<file path="src/rtl/serial_mult_seq.sv">
// Multi-cycle shift-and-add unsigned multiplier tile with a start/busy/done handshake.
// Adds one partial product per clock, so a product takes WIDTH cycles in RUN.
module serial_mult_seq #(
  parameter int unsigned WIDTH = 4
) (
  input  logic       clk,
  input  logic       rst_n,
  input  logic [7:0] ui_in,
  output logic [7:0] uo_out,
  input  logic [7:0] uio_in,
  output logic [7:0] uio_out,
  output logic [7:0] uio_oe,
  input  logic       ena
);

  localparam int unsigned PW = 2 * WIDTH;
  localparam int unsigned CW = $clog2(WIDTH);

  typedef enum logic [1:0] {StIdle, StRun, StDone} state_e;

  state_e           state_q, state_d;
  logic [WIDTH-1:0] mcand_q, mcand_d;
  logic [WIDTH-1:0] mult_q, mult_d;
  logic [PW-1:0]    acc_q, acc_d;
  logic [PW-1:0]    prod_q, prod_d;
  logic [CW-1:0]    count_q, count_d;
  logic             done_q, done_d;
  logic             start_q;

  logic             start_edge;
  logic             busy;
  logic [PW-1:0]    addend;
  logic [PW-1:0]    acc_sum;
  logic [7:0]       prod_ext;

  assign start_edge = uio_in[0] & ~start_q;

  // Partial product for this step; 2*WIDTH bits so the running sum cannot overflow.
  assign addend  = mult_q[0] ? ({{WIDTH{1'b0}}, mcand_q} << count_q) : '0;
  assign acc_sum = acc_q + addend;

  always_comb begin
    state_d = state_q;
    mcand_d = mcand_q;
    mult_d  = mult_q;
    acc_d   = acc_q;
    prod_d  = prod_q;
    count_d = count_q;
    done_d  = done_q;
    unique case (state_q)
      StIdle, StDone: begin
        if (start_edge) begin
          mcand_d = ui_in[WIDTH-1:0];
          mult_d  = ui_in[WIDTH+3:4];
          acc_d   = '0;
          count_d = '0;
          done_d  = 1'b0;
          state_d = StRun;
        end
      end
      StRun: begin
        acc_d   = acc_sum;
        mult_d  = mult_q >> 1;
        count_d = count_q + 1'b1;
        if (count_q == CW'(WIDTH - 1)) begin
          prod_d  = acc_sum;
          done_d  = 1'b1;
          state_d = StDone;
        end
      end
      default: state_d = StIdle;
    endcase
  end

  always_ff @(posedge clk or negedge rst_n) begin
    if (!rst_n) begin
      state_q <= StIdle;
      mcand_q <= '0;
      mult_q  <= '0;
      acc_q   <= '0;
      prod_q  <= '0;
      count_q <= '0;
      done_q  <= 1'b0;
      start_q <= 1'b0;
    end else begin
      state_q <= state_d;
      mcand_q <= mcand_d;
      mult_q  <= mult_d;
      acc_q   <= acc_d;
      prod_q  <= prod_d;
      count_q <= count_d;
      done_q  <= done_d;
      start_q <= uio_in[0];
    end
  end

  // Decoded from the state register only, so no input can glitch it.
  assign busy = (state_q == StRun);

  always_comb begin
    prod_ext           = '0;
    prod_ext[PW-1:0]   = prod_q;
  end

  assign uo_out  = prod_ext;
  assign uio_out = {5'b0, done_q, busy, 1'b0};
  assign uio_oe  = 8'b0000_0110;

  logic unused_inputs;
  assign unused_inputs = ^{ena, uio_in[7:1], ui_in};

endmodule

</file>
<file path="config.mk">
export PLATFORM = sky130hd
export DESIGN_NAME = serial_mult_seq
export DESIGN_NICKNAME = d
export VERILOG_FILES = /design/src/rtl/serial_mult_seq.sv
export SDC_FILE = /design/constraint.sdc
export NUM_CORES = 1
export LEC_CHECK = 0
export CAP_MARGIN = 40
export CORE_ASPECT_RATIO = 1.5
export CORE_MARGIN = 2
export CORE_UTILIZATION = 52
export CTS_CLUSTER_SIZE = 8
export DETAILED_ROUTE_END_ITERATION = 6
export GPL_TIMING_DRIVEN = 0
export PLACE_DENSITY = 0.84
export RECOVER_POWER = 100
export SETUP_SLACK_MARGIN = 0.15
export SKIP_CTS_REPAIR_TIMING = 1
export SYNTH_ARGS = -nofsm -noshare
export SYNTH_HDL_FRONTEND = slang
export SYNTH_SLANG_ARGS = --single-unit
</file>
<file path="constraint.sdc">
create_clock -name clk -period 4.3 [get_ports clk]
set_input_delay 0.645 -clock clk [delete_from_list [all_inputs] [get_ports clk]]
set_output_delay 0.645 -clock clk [all_outputs]
set_load 0.02 [all_outputs]
</file>
==> results.md <==
* IR drop worst, VDD at 0.000545 V
* Antenna violations before repair at 0
* Number of vias per cell at 4.99
* Final period util at 62.2%
* Die X at 50.5 um
* Top cells by area, synth: dfrtp_1 (45%), nand2_1 (9.6%), buf_4 (7.1%), ha_1 (5.9%), o21ai_0 (5.6%)
* CTS buffer count at 5
* Worst-Margin Slew at 858 ps
* Max Freq at 0.374 GHz
* Layout filler cell count at 263
* Slew Viols, Final at 0
* WP data required at 4460 ps
* Multi-input logic area at 812 sq um
* Metal-1 WL at 1250 um
* Final setup fails at 0
* Pwr Density at 745 nW/um^2
* Ant diodes at 0
* DR pass1 iterations at 4
* Die ar. at 3720 sq um
* Main synth FF type: dfrtp_1
* Die Ht at 73.8 um
* Max_slew headroom at 42.8%
* Mapped cell area at 1690 sq um
* Min Tclk post-route at 2670 ps
* Largest net degree at the start of global routing at 18
* Crit path DAT at 2830 ps
* H-tree depth at 2
* Critical path endpoint category: register
* Post-synth EDFFs at 0
* RSZ-0062 raised after global routing: false
* GPL Wtd Cong at 0.857
* Max-Cap Viols at 0
* Yosys reg bits at 30
* Hold Crit Class: reg -> reg
* Vias in the first global route at 1261
* Post-synth ARST share at 100%
* Drt drc at 0
* Synth area leader: dfrtp_1
* Setup Skew at 2.87 ps
* Starting DRT DRC Count at 24
* Core Region at 3130 sq um
* Commonest non-fill, non-tap cell in the layout: nand2_1
* Port Buffer Count at 20
* Leakage at 0.00106 uW
* Total Routing Usage GR at 20.0%
* Post-detailed-route count of antenna-violating nets at 0
* Clock network latency to the later pin of the worst-skew pair at 290 ps
* Critical path type: reg -> reg
* Wire length per cell at 12.0 um
* Worst R2R Start: count_q[1]$_DFFE_PN0P_
* Status: completed
* Reg clk slew, reported paths at 60 ps
* Dpl hpwl at 2420 um
* Yosys cell types at 34
* First-pass GRT wire length at 5500 um
* R2r setup slk at 1630 ps
* Register Area at 751 sq um
* Initial Util at 53.9%
* Setup_tns at 0 ps
* Hold Crit Depth at 2
* Mean Syn Cell Area at 9.07 sq um
* Synthesis Warnings at 0
* FF-to-FF path depth at 11
* CTS tree: built
* Final core utilization at 67.8%
* Top sig layer: met4
* Cell Rows at 25
* Via Count at 1333
* Commonest non-fill, non-tap cells in the layout: nand2_1 (43), dfrtp_1 (30), o21ai_0 (21), buf_4 (16), conb_1 (14)
* Post-synth top area share at 44.5%
* DRT Wirelength at 3200 um
* Max clock buf depth at 2
* Synth Instances at 186
* Met3 WL post-DR at 176 um
* Layout area overhead at 25.7%
* Share of cells above drive strength 1 at 13.7%
* Num ports at 43
* Post-synthesis sequential area ratio at 44.5%
* Crit Path Max Fanout at 8
* Clk sinks at 30
* Worst Hold Endpoint: uo_out[5]$_DFFE_PN0P_
* Critical path launch point type: register
* Placed Area at 2010 sq um
* Total grt overflow at 0
* Nets at 254
* Final hold violation count at 0
* Final Cell Area at 2120 sq um
* Worst hold start: uo_out[5]$_DFFE_PN0P_
* CTS Root Cell: clkbuf_8
* Worst reg2reg endpoint: acc_q[6]$_DFFE_PN0P_
* DR WL met2 at 1670 um
-- flip-flops by register name, indices dropped and copies added (netlist names) --
register  flops
state_q       2
mult_q        4
count_q       2
mcand_q       4
acc_q         8
start_q       1
uo_out        8
done_q        1
-- final cells by class --
| cell class | instances | share of cell area, % |
|---|---|---|
| multi-input cells | 142 | 38.3 |
| flip-flops and latches | 30 | 35.4 |
| repair buffers | 21 | 9.62 |
| plain buffers | 25 | 7.38 |
| clock buffers | 6 | 3.90 |
| clock inverters | 2 | 2.83 |
| well taps | 40 | 2.36 |
| inverters | 1 | 0.177 |
-- power by group --
part | switching [uW] | internal (uW) | leakage, uW
clock | 109 | 247 | 0.0000714
sequential | 84.7 | 404 | 0.000381
combinational | 423 | 312 | 0.000609
total | 616 | 963 | 0.00106
-- Yosys cell counts, types with 2 or more instances --
library cell	n
mux2i_1	3
buf_4	16
o21ai_0	19
xor2_1	5
a21o_1	3
dfrtp_1	30
nor2_1	9
and2_1	2
nand3_1	6
nand2b_1	2
o21ai_1	3
a21oi_1	5
a31oi_1	3
ha_1	8
mux2_2	3
clkbuf_1	3
buf_2	6
nand2_1	43
conb_1	2
-- per-stage QoR --
step                power, uW  instances  hold slack [ps]  setup WS [ps]
floorplan                1030        198              349           1990
global placement         1230        258              460           1820
detailed placement       1250        259              474           1800
CTS                      1610        267              488           1760
global route             1700        267              489           1330
finish                   1580        267              472           1630
-- logic make-up after synthesis --
group	synth area share, %
DFF	44.5
muxes	3.78
AOI/OAI and AO/OA	14.2
other	0.445
xor gates and xnor gates	3.12
adders and majority gates	7.12
buffers and inverters	9.79
and+or+nand+nor	17.1
-- how the worst max path moves through the flow --
stage / startpoint / endpoint / slack [ps] / cells past startpoint
2_1_floorplan: count_q[1]$_DFFE_PN0P_ / acc_q[6]$_DFFE_PN0P_ / 1990 / 11
3_3_place_gp: count_q[0]$_DFFE_PN0P_ / acc_q[6]$_DFFE_PN0P_ / 1820 / 9
3_5_place_dp: count_q[0]$_DFFE_PN0P_ / acc_q[6]$_DFFE_PN0P_ / 1800 / 9
4_1_cts: count_q[0]$_DFFE_PN0P_ / acc_q[6]$_DFFE_PN0P_ / 1760 / 9
5_1_grt: count_q[1]$_DFFE_PN0P_ / acc_q[6]$_DFFE_PN0P_ / 1330 / 11
6_report: count_q[1]$_DFFE_PN0P_ / acc_q[6]$_DFFE_PN0P_ / 1630 / 11
-- routing by layer --
layer / GRT usage, % / vias to the layer above
li1: - / 673
met1: 21.4 / 604
met2: 35.5 / 46
met3: 4.88 / 10
met4: 11.1 / 0
met5: 0 / -
-- critical path: stages (launching register included) --
cell and delay, ps:
dfrtp_1 350, clkbuf_1 310, mux2_1 390, nand2_1 70
o21ai_0 70, and2_0 160, ha_1 330, a21o_1 190
a31o_1 180, a21oi_1 180, xor2_1 200, o21ai_0 90
(Power assumes the default switching activity.)
